## src/rtl/mtl1_pkg.sv

```systemverilog
// Shared MTL1 definitions: flash-arbiter state codes, the SPI bus bundle with
// its forced-idle value, and small elaboration-time helpers.
package mtl1_pkg;

    typedef logic [2:0] arb_state_t;

    localparam arb_state_t ST_CPU_OWN   = 3'd0;
    localparam arb_state_t ST_DRAIN     = 3'd1;
    localparam arb_state_t ST_HALTING   = 3'd2;
    localparam arb_state_t ST_GUARD_IN  = 3'd3;
    localparam arb_state_t ST_FT_OWN    = 3'd4;
    localparam arb_state_t ST_GUARD_OUT = 3'd5;
    localparam arb_state_t ST_RESETTING = 3'd6;
    localparam arb_state_t ST_ABORT     = 3'd7;

    typedef enum logic [1:0] {
        OWN_CTRL,
        OWN_WR,
        OWN_IDLE
    } spi_owner_t;

    typedef struct packed {
        logic clk;
        logic mosi;
        logic cs;
    } spi_bus_t;

    localparam spi_bus_t SPI_IDLE = '{clk: 1'b0, mosi: 1'b0, cs: 1'b1};

    function automatic spi_owner_t owner_of(arb_state_t st);
        case (st)
            ST_CPU_OWN, ST_DRAIN: owner_of = OWN_CTRL;
            ST_FT_OWN:            owner_of = OWN_WR;
            default:              owner_of = OWN_IDLE;
        endcase
    endfunction

    function automatic int max3(int a, int b, int c);
        int m;
        m = (a > b) ? a : b;
        return (m > c) ? m : c;
    endfunction

    // A state lasting n cycles loads n-1 on entry and leaves when the count is 0.
    function automatic int unsigned load_of(int n);
        return (n > 0) ? int'(n - 1) : 0;
    endfunction

endpackage

```

## src/rtl/spi_flash_arbiter_if.sv

```systemverilog
// SPI and CPU-control bundle between the arbiter, the two flash masters,
// the flash pins and the 6809 HALT/RESET pins.
interface spi_flash_arbiter_if;

    logic i_ctrl_clk;
    logic i_ctrl_mosi;
    logic i_ctrl_cs;
    logic i_wr_clk;
    logic i_wr_mosi;
    logic i_wr_cs;
    logic o_SPI_CLK;
    logic o_SPI_MOSI;
    logic o_SPI_CS;
    logic o_cpu_grant;
    logic o_ft_grant;
    logic o_HALT;
    logic o_RESET;
    logic o_busy;

    modport master (
        output i_ctrl_clk, i_ctrl_mosi, i_ctrl_cs,
        output i_wr_clk, i_wr_mosi, i_wr_cs,
        input  o_SPI_CLK, o_SPI_MOSI, o_SPI_CS,
        input  o_cpu_grant, o_ft_grant, o_HALT, o_RESET, o_busy
    );

    modport slave (
        input  i_ctrl_clk, i_ctrl_mosi, i_ctrl_cs,
        input  i_wr_clk, i_wr_mosi, i_wr_cs,
        output o_SPI_CLK, o_SPI_MOSI, o_SPI_CS,
        output o_cpu_grant, o_ft_grant, o_HALT, o_RESET, o_busy
    );

endinterface

```

## src/rtl/sync_2ff.sv

```systemverilog
// Flop-chain synchronizer for a single asynchronous bit; shared by the flash
// arbiter request line and the UART RX path.
module sync_2ff #(
    parameter int   STAGES    = 2,
    parameter logic RESET_VAL = 1'b1
) (
    input  logic clk,
    input  logic reset,
    input  logic d,
    output logic q
);

    logic [STAGES-1:0] ff;

    // NOTE: sequential state is always written with <= so every flop samples
    // the pre-edge value of its neighbour; blocking here would collapse the chain.
    always_ff @(posedge clk or negedge reset) begin
        if (!reset) begin
            ff <= {STAGES{RESET_VAL}};
        end else begin
            ff <= (ff << 1) | STAGES'(d);
        end
    end

    assign q = ff[STAGES-1];

endmodule

```

## src/rtl/spi_flash_arbiter.sv

```systemverilog
// Hands the shared SPI flash between the 6809 read path and the FT2232
// programmer, halting and resetting the CPU around each programming session.
module spi_flash_arbiter
    import mtl1_pkg::*;
#(
    parameter int SYNC_STAGES = 2,
    parameter int HALT_SETTLE = 32,
    parameter int GUARD       = 4,
    parameter int RESET_HOLD  = 1024
) (
    input  logic                 clk,
    input  logic                 reset,
    input  logic                 i_FT_CS,
    spi_flash_arbiter_if.slave   bus
);

    localparam int MAX_T = max3(HALT_SETTLE, GUARD, RESET_HOLD);
    localparam int CNT_W = $clog2(MAX_T + 1);

    localparam logic [CNT_W-1:0] LOAD_SETTLE = CNT_W'(load_of(HALT_SETTLE));
    localparam logic [CNT_W-1:0] LOAD_GUARD  = CNT_W'(load_of(GUARD));
    localparam logic [CNT_W-1:0] LOAD_HOLD   = CNT_W'(load_of(RESET_HOLD));

    logic ft_sync;
    logic ft_req;

    arb_state_t       state, state_nx;
    spi_owner_t       owner;
    logic [CNT_W-1:0] cnt, cnt_nx;
    logic             cnt_zero;
    logic             halt_n, halt_n_nx;
    logic             cpu_reset_n, cpu_reset_n_nx;
    logic             cs_seen, cs_seen_nx;
    logic             pending, pending_nx;

    spi_bus_t ctrl_bus, wr_bus, pin_bus;

    sync_2ff #(
        .STAGES    (SYNC_STAGES),
        .RESET_VAL (1'b1)
    ) u_ft_sync (
        .clk   (clk),
        .reset (reset),
        .d     (i_FT_CS),
        .q     (ft_sync)
    );

    assign ft_req   = ~ft_sync;
    assign cnt_zero = (cnt == '0);

    // NOTE: every variable gets a default at the top of the block so no path
    // leaves it unassigned, which would otherwise infer a latch.
    always_comb begin
        state_nx       = state;
        cnt_nx         = cnt_zero ? cnt : cnt - CNT_W'(1);
        halt_n_nx      = halt_n;
        cpu_reset_n_nx = cpu_reset_n;
        cs_seen_nx     = cs_seen;
        pending_nx     = pending;

        case (state)
            ST_CPU_OWN: begin
                if (ft_req || pending) begin
                    state_nx   = ST_DRAIN;
                    pending_nx = 1'b0;
                    cs_seen_nx = 1'b0;
                end
            end

            // A read frame is over only once ctrl CS is high on two samples in a row.
            ST_DRAIN: begin
                if (!ft_req) begin
                    state_nx = ST_CPU_OWN;
                end else if (bus.i_ctrl_cs) begin
                    if (cs_seen) begin
                        state_nx  = ST_HALTING;
                        halt_n_nx = 1'b0;
                        cnt_nx    = LOAD_SETTLE;
                    end else begin
                        cs_seen_nx = 1'b1;
                    end
                end else begin
                    cs_seen_nx = 1'b0;
                end
            end

            ST_HALTING: begin
                if (!ft_req) begin
                    state_nx = ST_ABORT;
                    cnt_nx   = LOAD_GUARD;
                end else if (cnt_zero) begin
                    state_nx = ST_GUARD_IN;
                    cnt_nx   = LOAD_GUARD;
                end
            end

            ST_GUARD_IN: begin
                if (cnt_zero) begin
                    state_nx = ST_FT_OWN;
                end
            end

            ST_FT_OWN: begin
                if (!ft_req) begin
                    state_nx = ST_GUARD_OUT;
                    cnt_nx   = LOAD_GUARD;
                end
            end

            ST_GUARD_OUT: begin
                if (ft_req) begin
                    pending_nx = 1'b1;
                end
                if (cnt_zero) begin
                    state_nx       = ST_RESETTING;
                    cpu_reset_n_nx = 1'b0;
                    cnt_nx         = LOAD_HOLD;
                end
            end

            // RESET is released one cycle ahead of HALT so the CPU leaves reset
            // while still halted, then runs from the fresh vectors.
            ST_RESETTING: begin
                if (ft_req) begin
                    pending_nx = 1'b1;
                end
                if (cnt_zero) begin
                    if (!cpu_reset_n) begin
                        cpu_reset_n_nx = 1'b1;
                    end else begin
                        halt_n_nx = 1'b1;
                        state_nx  = ST_CPU_OWN;
                    end
                end
            end

            ST_ABORT: begin
                if (ft_req) begin
                    pending_nx = 1'b1;
                end
                if (cnt_zero) begin
                    halt_n_nx = 1'b1;
                    state_nx  = ST_CPU_OWN;
                end
            end

            default: begin
                state_nx = ST_CPU_OWN;
            end
        endcase
    end

    always_ff @(posedge clk or negedge reset) begin
        if (!reset) begin
            state       <= ST_CPU_OWN;
            owner       <= OWN_CTRL;
            cnt         <= '0;
            halt_n      <= 1'b1;
            cpu_reset_n <= 1'b1;
            cs_seen     <= 1'b0;
            pending     <= 1'b0;
        end else begin
            state       <= state_nx;
            owner       <= owner_of(state_nx);
            cnt         <= cnt_nx;
            halt_n      <= halt_n_nx;
            cpu_reset_n <= cpu_reset_n_nx;
            cs_seen     <= cs_seen_nx;
            pending     <= pending_nx;
        end
    end

    // Pin mux is purely combinational from the registered owner, so the active
    // master's clock and data reach the flash without an added flop.
    assign ctrl_bus = '{clk: bus.i_ctrl_clk, mosi: bus.i_ctrl_mosi, cs: bus.i_ctrl_cs};
    assign wr_bus   = '{clk: bus.i_wr_clk,   mosi: bus.i_wr_mosi,   cs: bus.i_wr_cs};

    always_comb begin
        pin_bus = SPI_IDLE;
        case (owner)
            OWN_CTRL: pin_bus = ctrl_bus;
            OWN_WR:   pin_bus = wr_bus;
            default:  pin_bus = SPI_IDLE;
        endcase
    end

    assign bus.o_SPI_CLK   = pin_bus.clk;
    assign bus.o_SPI_MOSI  = pin_bus.mosi;
    assign bus.o_SPI_CS    = pin_bus.cs;
    assign bus.o_cpu_grant = (state == ST_CPU_OWN);
    assign bus.o_ft_grant  = (state == ST_FT_OWN);
    assign bus.o_busy      = (state != ST_CPU_OWN);
    assign bus.o_HALT      = halt_n;
    assign bus.o_RESET     = cpu_reset_n;

endmodule

```

## src/flat_wrapper.sv

```systemverilog
// flat-port wrapper written by rule: the top's interface ports become plain ports
module spi_flash_arbiter_flat import mtl1_pkg::*;
#(
    parameter int SYNC_STAGES = 2,
    parameter int HALT_SETTLE = 32,
    parameter int GUARD       = 4,
    parameter int RESET_HOLD  = 1024
)
  (clk, reset, i_FT_CS, bus_i_ctrl_clk, bus_i_ctrl_mosi, bus_i_ctrl_cs, bus_i_wr_clk, bus_i_wr_mosi, bus_i_wr_cs, bus_o_SPI_CLK, bus_o_SPI_MOSI, bus_o_SPI_CS, bus_o_cpu_grant, bus_o_ft_grant, bus_o_HALT, bus_o_RESET, bus_o_busy);
  spi_flash_arbiter_if bus_i ();
  input  logic clk;
  input  logic reset;
  input  logic i_FT_CS;
  input wire logic [$bits(bus_i.i_ctrl_clk)-1:0] bus_i_ctrl_clk;
  input wire logic [$bits(bus_i.i_ctrl_mosi)-1:0] bus_i_ctrl_mosi;
  input wire logic [$bits(bus_i.i_ctrl_cs)-1:0] bus_i_ctrl_cs;
  input wire logic [$bits(bus_i.i_wr_clk)-1:0] bus_i_wr_clk;
  input wire logic [$bits(bus_i.i_wr_mosi)-1:0] bus_i_wr_mosi;
  input wire logic [$bits(bus_i.i_wr_cs)-1:0] bus_i_wr_cs;
  output wire logic [$bits(bus_i.o_SPI_CLK)-1:0] bus_o_SPI_CLK;
  output wire logic [$bits(bus_i.o_SPI_MOSI)-1:0] bus_o_SPI_MOSI;
  output wire logic [$bits(bus_i.o_SPI_CS)-1:0] bus_o_SPI_CS;
  output wire logic [$bits(bus_i.o_cpu_grant)-1:0] bus_o_cpu_grant;
  output wire logic [$bits(bus_i.o_ft_grant)-1:0] bus_o_ft_grant;
  output wire logic [$bits(bus_i.o_HALT)-1:0] bus_o_HALT;
  output wire logic [$bits(bus_i.o_RESET)-1:0] bus_o_RESET;
  output wire logic [$bits(bus_i.o_busy)-1:0] bus_o_busy;
  assign bus_i.i_ctrl_clk = bus_i_ctrl_clk;
  assign bus_i.i_ctrl_mosi = bus_i_ctrl_mosi;
  assign bus_i.i_ctrl_cs = bus_i_ctrl_cs;
  assign bus_i.i_wr_clk = bus_i_wr_clk;
  assign bus_i.i_wr_mosi = bus_i_wr_mosi;
  assign bus_i.i_wr_cs = bus_i_wr_cs;
  assign bus_o_SPI_CLK = bus_i.o_SPI_CLK;
  assign bus_o_SPI_MOSI = bus_i.o_SPI_MOSI;
  assign bus_o_SPI_CS = bus_i.o_SPI_CS;
  assign bus_o_cpu_grant = bus_i.o_cpu_grant;
  assign bus_o_ft_grant = bus_i.o_ft_grant;
  assign bus_o_HALT = bus_i.o_HALT;
  assign bus_o_RESET = bus_i.o_RESET;
  assign bus_o_busy = bus_i.o_busy;
  spi_flash_arbiter #(.SYNC_STAGES(SYNC_STAGES), .HALT_SETTLE(HALT_SETTLE), .GUARD(GUARD), .RESET_HOLD(RESET_HOLD)) u_core (.clk(clk), .reset(reset), .i_FT_CS(i_FT_CS), .bus(bus_i));
endmodule
```

## config.mk

```make
export PLATFORM = sky130hd
export DESIGN_NAME = spi_flash_arbiter_flat
export DESIGN_NICKNAME = d
export VERILOG_FILES = /design/src/rtl/mtl1_pkg.sv /design/src/rtl/spi_flash_arbiter_if.sv /design/src/rtl/sync_2ff.sv /design/src/rtl/spi_flash_arbiter.sv /design/src/flat_wrapper.sv
export SDC_FILE = /design/constraint.sdc
export NUM_CORES = 1
export LEC_CHECK = 0
export CAP_MARGIN = 10
export CORE_MARGIN = 3
export CORE_UTILIZATION = 56
export CTS_CLUSTER_SIZE = 25
export DETAILED_ROUTE_END_ITERATION = 6
export DONT_BUFFER_PORTS = 1
export HOLD_SLACK_MARGIN = 0.03
export PLACE_DENSITY = 0.74
export SYNTH_ARGS = -nofsm -noshare
export SYNTH_HDL_FRONTEND = slang
export SYNTH_SLANG_ARGS = --single-unit
```

## constraint.sdc

```tcl
create_clock -name clk -period 2.2 [get_ports clk]
set_input_delay 0.44 -clock clk [delete_from_list [all_inputs] [get_ports clk]]
set_output_delay 0.44 -clock clk [all_outputs]
set_load 0.01 [all_outputs]
```

After elaboration in Yosys (flattened, before gate mapping)
Cells that the tools add are included.

Equal/unequal tests: 19. Bitwise operators: 2. Muxes and demuxes: 39. Reduce and logical (&&, ||, !) cells: 16. Add/subtract/negate cells: 1.

Operators by type and width (count): two-way mux 11 bit (8); one-hot mux 11 bit (4 select lines) (1); two-way mux 3 bit (12); one-hot mux 3 bit (8 select lines) (1); == test 3 bit (second input constant) (5); != test 2 x 1 -> 1 bit (second input constant) (6); logical NOT 11 bit (1); two-way mux 1 bit (11); subtractor 11 x 1 -> 11 bit (second input constant) (1); AND reduction 3 bit (3); AND reduction 7 bit (1); == test 3 x 1 -> 1 bit (second input constant) (2); == test 3 x 2 -> 1 bit (second input constant) (2); logical NOT 3 bit (2); != test 2 bit (second input constant) (3); one-hot mux 1 bit (2 select lines) (3); one-hot mux 3 bit (2 select lines) (1); nonzero test 2 bit (3); nonzero test 3 bit (2); one-hot mux 2 bit (2 select lines) (1); one-hot mux 1 bit (3 select lines) (1); OR reduction 3 bit (1); == test 2 x 1 -> 1 bit (second input constant) (1); logical NOT 2 bit (1); other kinds (4) (4).

Output and inout port bits: 8. Word-level logic and storage cells: 85. Input port bits: 9. Flip-flop bits (word level): 22.

Depth between registers and ports, before layout
Gate-level depths: netlist (run 1).

Depth after elaboration: 7. Depth in mapped cells: 9. Gate-level depth less buffers: 8.

Cells and area by module
A second synthesis (run 1) with hierarchy kept.

Cell total of the unflattened synthesis: 152. Area, all modules: 1377.6 um^2.

Modules (own cells, without submodules): spi_flash_arbiter (instances 1, sequential area each 503.0 um^2, cells an instance 150, area an instance 1325.0 um^2); sync_2ff (instances 1, sequential area each 52.6 um^2, cells an instance 2, area an instance 52.6 um^2).

Least setup slack after synthesis (run 1)
Ideal clock, no wire load.

Kind: reg-to-reg. Start: reg u_core.cnt[0]. End: reg u_core.cnt[0]. Data required time: 2.076 ns. Arrival: 2.025 ns. Slack: 0.051 ns. Buffers on the path: 1. Setup time: 0.124 ns. Cell stages (with the launch flop): 9. Cell sequence: dfrtp_1 inv_1 ha_1 or3b_2 buf_2 nor3_4 inv_2 ha_1 a211o_1.

Word-level cells in the longest chain between the ends: 6.

Ends and longest elaborated chain: start, declared (line spi_flash_arbiter.sv:29) `logic [CNT_W-1:0] cnt, cnt_nx;`; start signal, assigned (line spi_flash_arbiter.sv:165) `cnt <= cnt_nx;`; subtractor 11 x 1 -> 11 bit / logical NOT 11 bit (equally long branches) (line spi_flash_arbiter.sv:55, spi_flash_arbiter.sv:49); two-way mux 11 bit (line spi_flash_arbiter.sv:55) `cnt_nx = cnt_zero ? cnt : cnt - CNT_W'(1);`; two-way mux 11 bit (line spi_flash_arbiter.sv:75) `if (cs_seen) begin`; two-way mux 11 bit (line spi_flash_arbiter.sv:74) `end else if (bus.i_ctrl_cs) begin`; two-way mux 11 bit (line spi_flash_arbiter.sv:72) `if (!ft_req) begin`; one-hot mux 11 bit (4 select lines) * (line spi_flash_arbiter.sv:61) `case (state)`; via u_core.cnt_nx[0] (line spi_flash_arbiter.sv:29).

The timed path passes the listed nets; every way through them passes the cells marked *. A chain may end at the register's enable or synchronous reset.

Worst setup path in the final report (run 1)
Start: reg u_core.cnt[1]. End: reg u_core.cnt[0].

Word-level cells in the longest chain between the ends: 6.

Ends and longest elaborated chain: logical NOT 11 bit * (line spi_flash_arbiter.sv:49) `assign cnt_zero = (cnt == '0);`; two-way mux 11 bit (line spi_flash_arbiter.sv:55); two-way mux 11 bit (line spi_flash_arbiter.sv:75); two-way mux 11 bit (line spi_flash_arbiter.sv:74); two-way mux 11 bit (line spi_flash_arbiter.sv:72); one-hot mux 11 bit (4 select lines) * (line spi_flash_arbiter.sv:61); via u_core.cnt_nx[0] (line spi_flash_arbiter.sv:29).

Marked as above.

==> out/qor.yml, run 1 <==
antenna_found_initial: 0
drc: 0
viasPerCell: 6.730
synth-seq-cells: 22
synth-edff-count: 0
cts_buffers: 3
p_total_mw: 0.6525
n_antenna_cell: 0
cap_violations: 0
drt-pass1-iter-count: 4
io_buffers: 0
syn_inst: 145
pwr-share-comb: 0.023
netlist_area_sq_um: 1348
power.net_switching_mw: 0.1385
root_buffer: "clkbuf_4"
internal-power_mw: 0.5140
grt_first_pass_wirelength_um: 4671
slew_headroom: 0.3398
holdWs_ns: 0.1083
cts_max_level: 1
ir_worst_vdd_mv: 0.4371
fin_worst_skew_ns: 0.001882
crit_type: "reg2reg"
track_usage: 0.2166
cts_tree: "built"
outcome: "finished, final reports clean"
p_sw_frac: 0.2123
p_per_area_nw_per_um2: 450.4
grt-ovfl-total: 0
hold_path.class: "in2reg"
synth_warnings: 0
drive_gt1_frac: 0.1533
seq_power_share: 0.629
cts_sinks: 22
fin_crit_sh: 0.9263
crit_family: "simple AND/OR/NAND/NOR gates"
finalSetupTns_ns: 0
cp.arrival_ns: 2.25
grt_pass1_vias: 1034
cp_slowest_cell: "or3b_4"
synth.distinct_cells: 48
p_clk_frac: 0.349
ys_top_cells_by_count: "dfrtp_1 (18), nand2_1 (12), nor2_1 (8), o21ai_0 (8), or3_1 (7)"
ys_seq_area_frac: 0.4123
wl_per_cell_um: 16.82
routed_wl_um: 2994
ant_nets: 0
cpMostUsedCell: "ha_1"
hpwl_um: 2150
final_util: 0.6426
cpPeakStageDelay_ns: 0.46
avgSynthCellArea_sq_um: 9.293
drt_iter0_drc: 59
syn_nets: 156
core-area_sq_um: 2255
async_reset_ff_frac: 1.000
die_w_um: 55.06
crit_required_ns: 2.41
final_hold_viol_count: 0
clock_path_buffers: 2
initial_core_util: 0.5977
yosysTopAreaCell: "dfrtp_1"
final-setup-viol-count: 0
grt_start_max_net_pins: 23
die-area_sq_um: 3031
dp_cells: 173
timing.fmax_ghz: 0.4907
gp_congestion: 0.8822
syn_to_final_growth_pct: 7.521
synth_most_common_cell: "dfrtp_1"
instances_no_fill: 178
ios: 17
num_vias: 1198
clk_pin_slew_ns: 0.12
leakage_nw: 0.5717
clock_latency_ns: 0.31
die_h_um: 55.06
final_nets: 162
startpoint_type: "flip-flop"
synth.top_cell.area_share: 0.3343
row_count: 17
path_max_fanout: 9
worst_pin_slew_ns: 0.9870
path_cells: "inv_1 -> ha_1 -> or3b_4 -> nor3_4 -> inv_2 -> ha_1 -> a211o_1"
cp-end-kind: "flip-flop"
maxSlewViolCount: 0
rsz0062_at_grt: "no"
min_period_ns: 2.038
synthFlopType: "dfrtp_1"
path_buf_inv: 2
synth.area.top_cells: "dfrtp_1 (33%), dfstp_2 (7.8%), nand2_1 (3.3%)"
[cells in the final DEF, fill, tap and decap left out, types with 2 or more instances in the layout]
cell and instances:
nand4_1 4, inv_1 5, dfrtp_1 18, nor4_1 5
o31ai_1 4, nand3_1 3, dfstp_2 4, xnor2_1 2
a211o_1 3, mux2i_1 2, nand2_1 12, nor2_1 8
nor3b_1 3, a21oi_1 4, ha_1 2, clkbuf_4 3
nand2b_1 5, o21ai_0 8, nor2b_1 4, o211ai_1 2
o21bai_1 2, a31oi_1 6, buf_4 7, nor4b_1 2
or3_1 7
[area by class of cell]
cell class	instances	area, sq um
well taps	28	35.03
repair buffers	8	62.56
fillers	194	805.8
clock buffers	4	36.28
flip-flops and latches	22	555.5
inverters	6	22.52
multi-input cells	110	737.0
[metrics by stage]
step           instance area [sq um]  setup slack (ns)
2_1_floorplan                   1348           0.05103
3_5_place_dp                    1400           0.03171
5_1_grt                         1449           0.04682
3_3_place_gp                    1400            0.1091
4_1_cts                         1446          0.007355
6_report                        1449            0.1622
[metal layers]
layer / wire length, um / up-vias / global-route usage / part of all wire
li1: - / 559 / - / -
met1: 1291 / 571 / 0.3183 / 0.43
met2: 1389 / 64 / 0.3248 / 0.46
met3: 276 / 4 / 0.02681 / 0.092
met4: 36 / 0 / 0.07692 / 0.012
met5: 0 / - / 0 / 0
[flip-flops by register name, indices dropped and copies added (netlist names)]
signal               flops
u_core.cnt              11
u_core.owner             2
u_core.u_ft_sync.ff      2
u_core.state             3
u_core.bus.o_HALT        1
u_core.bus.o_RESET       1
u_core.pending           1
u_core.cs_seen           1
[final timing paths]
check                                       start                      to  slack [ns]  cells past startpoint
setup reg to reg                    u_core.cnt[1]           u_core.cnt[0]        0.16                      7
hold / removal                            i_FT_CS  u_core.u_ft_sync.ff[0]        0.11                      0
hold reg to reg            u_core.u_ft_sync.ff[0]  u_core.u_ft_sync.ff[1]        0.37                      0
setup / recovery                    u_core.cnt[1]           u_core.cnt[0]        0.16                      7
min in group asynchronous                   reset         u_core.owner[1]        0.72                      1
max in group asynchronous                   reset           u_core.cnt[1]        0.88                      1
[cells by family after synthesis]
kind of cell,after synthesis,synth area share
fa+ha+maj,2,0.01857
simple gates,65,0.2943
mux,2,0.01486
flops,22,0.4123
xor+xnor,2,0.01300
compound gates,39,0.2043
buf+inv,13,0.04271
[power by group through the flow]
stage / combinational, mW / clock (mW) / sequential, mW
after global routing: 0.0167 / 0.247 / 0.411
final: 0.0147 / 0.227 / 0.410
after CTS: 0.0154 / 0.232 / 0.410
after global placement: 0.00581 / 0 / 0.418
after floorplan: 0.00540 / 0 / 0.417
after detailed placement: 0.00595 / 0 / 0.418
[what timing repair did]
action / in CTS / in global routing
gates resized for setup: 0 / 1
buffers inserted: 0 / 0
endpoints found under the setup margin: 0 / 6
hold buffers: 1 / 0
hold endpoints to repair: 22 / 0
Power figures use the tool's default switching activity.
==> run 2: changes to the inputs <==
--- a/config.mk
+++ b/config.mk
@@ -6,5 +6,5 @@
 export NUM_CORES = 1
 export LEC_CHECK = 0
-export CAP_MARGIN = 10
+export CAP_MARGIN = 30
 export CORE_MARGIN = 3
 export CORE_UTILIZATION = 56
==> constraint.sdc (replaced) <==
create_clock -name clk -period 2.2 [get_ports clk]
set_input_delay 0.44 -clock clk [delete_from_list [all_inputs] [get_ports clk]]
set_output_delay 0.44 -clock clk [all_outputs]
set_load 0.1 [all_outputs]
==> out/qor.yml, run 2 (synthesis gave the netlist of run 1 again) <==
worst_pin_slew_ns: 0.9712  # -0.01579 ns
routed_wl_um: 2916  # -2.6%
cts_tree: "built"
die_w_um: 55.06  # unchanged
drt_iter0_drc: 58  # -1.7%
p_per_area_nw_per_um2: 400.9  # -11%
root_buffer: "clkbuf_4"
fillers: 188  # -3.1%
path_max_fanout: 13  # +4
wl_per_cell_um: 15.76  # -6.3%
clk_pin_slew_ns: 0.10  # -0.02 ns
track_usage: 0.2125  # -0.004117
hpwl_um: 2142  # -0.39%
finalSetupTns_ns: 0  # unchanged
setup_ws_ns: 0.07454  # -0.08763 ns
fin_worst_skew_ns: 0.01502  # +0.01313 ns
ir_worst_vdd_mv: 0.2925  # -33%
final_nets: 169  # +4.3%
largest_register_ffs: 11  # unchanged
die-area_sq_um: 3031  # unchanged
die_h_um: 55.06  # unchanged
cts_buffers: 3  # unchanged
syn_to_final_growth_pct: 13.00
fin_crit_sh: 0.9661  # +0.03983
final_hold_viol_count: 0  # unchanged
largest_register: "u_core.cnt"
drc: 0  # unchanged
clock_latency_ns: 0.31  # about the same
r2r-start: "u_core.cnt[2]"
cp.arrival_ns: 1.69  # -0.56 ns
core-area_sq_um: 2255  # unchanged
timing.fmax_ghz: 0.4705  # -4.1%
cts_max_level: 1  # unchanged
io_buffers: 0  # unchanged
row_count: 17  # unchanged
drive_gt1_frac: 0.2229  # +0.06960
multi_input_comb_area_sq_um: 752.0  # +2.0%
seq_area_sq_um: 555.5  # unchanged
ios: 17  # unchanged
largestRegisters: "u_core.cnt (11), u_core.state (3)"
initial_core_util: 0.5977  # unchanged
min_period_ns: 2.125  # +0.08763 ns
drt-pass1-iter-count: 4  # unchanged
rsz0062_at_grt: "no"
leakage_nw: 0.5935  # +3.8%
slew_headroom: 0.3504  # +0.01056
cts_sinks: 22  # unchanged
num_vias: 1181  # -1.4%
crit_type: "reg2out"
clock_path_buffers: 2  # unchanged
place_ws_ns: 0.06219  # +0.03048 ns
final_common_cell: "dfrtp_1"
grt_start_max_net_pins: 23  # unchanged
holdWs_ns: 0.1300  # +0.02170 ns
antenna_found_initial: 0  # unchanged
ant_nets: 0  # unchanged
layout_common_cells: "dfrtp_1 (18), buf_4 (13), nand2_1 (12)"
grt_first_pass_wirelength_um: 4595  # -1.6%
final-setup-viol-count: 0  # unchanged
startpoint: "u_core.state[1]"
startpoint_type: "flip-flop"
gp_congestion: 0.8575  # -2.8%
cap_violations: 0  # unchanged
outcome: "finished, final reports clean"
hold_path.class: "in2reg"
maxSlewViolCount: 0  # unchanged
hp-start: "i_FT_CS"
crit_required_ns: 1.76  # -0.65 ns
grt_pass1_vias: 997  # -3.6%
viasPerCell: 6.384  # -5.1%
n_antenna_cell: 0  # unchanged
grt-ovfl-total: 0  # unchanged
cp-end-kind: "primary output"
==> run 2: where the power goes <==
group	switching, mW	internal [mW]
Sequential	0.00232	0.408
Combinational	0.0100	0.00489
Clock	0.115	0.0706
==> run 2: final cells by class <==
cell class              count  share of cell area
clock buffers               4             0.01726
well taps                  28             0.02301
flip-flops and latches     22              0.3648
multi-input cells         110              0.4938
inverters                   6             0.01726
repair buffers             15             0.08381
==> run 2: through the flow <==
step | instance area [sq um] | total power, mW | std cells | util
2_1_floorplan | 1360 | 0.4228 | 145 | -
3_3_place_gp | 1478 | 0.4239 | 180 | 0.6554
3_5_place_dp | 1478 | 0.4240 | 180 | 0.6554
4_1_cts | 1514 | 0.6204 | 185 | 0.6715
5_1_grt | 1523 | 0.6425 | 185 | 0.6754
6_report | 1523 | 0.6104 | 185 | 0.6754
==> run 2: per-layer routing <==
| layer | track usage | routed length [um] | up-vias |
|---|---|---|---|
| li1 | - | - | 576 |
| met3 | 0.03217 | 216 | 2 |
| met2 | 0.2992 | 1290 | 52 |
| met5 | 0 | 0 | - |
| met1 | 0.3243 | 1389 | 551 |
| met4 | 0.08097 | 20 | 0 |
==> run 2: critical path, cell delays in order, from the launching register on <==
cell        delay [ns]
dfrtp_1           0.54
or3_2             0.58
clkinvlp_4        0.10
buf_12            0.16
==> run 2: what timing repair did <==
| action | in CTS | in global routing |
|---|---|---|
| setup endpoints to repair | 0 | 7 |
| endpoints found under the hold margin | 22 | 0 |
| buffers inserted | 0 | 0 |
| resized for setup | 0 | 2 |
| hold buffers | 1 | 0 |
==> run 2: path summary, 6_finish.rpt <==
check                                          to  slack [ns]  cells after the start
max in group asynchronous         u_core.owner[1]        0.87                      1
min reg2reg                u_core.u_ft_sync.ff[1]        0.36                      0
min                        u_core.u_ft_sync.ff[0]        0.13                      0
min in group asynchronous           u_core.cnt[5]        0.72                      1
max                               bus_o_cpu_grant        0.07                      3
max reg2reg                         u_core.cnt[7]        0.18                      4
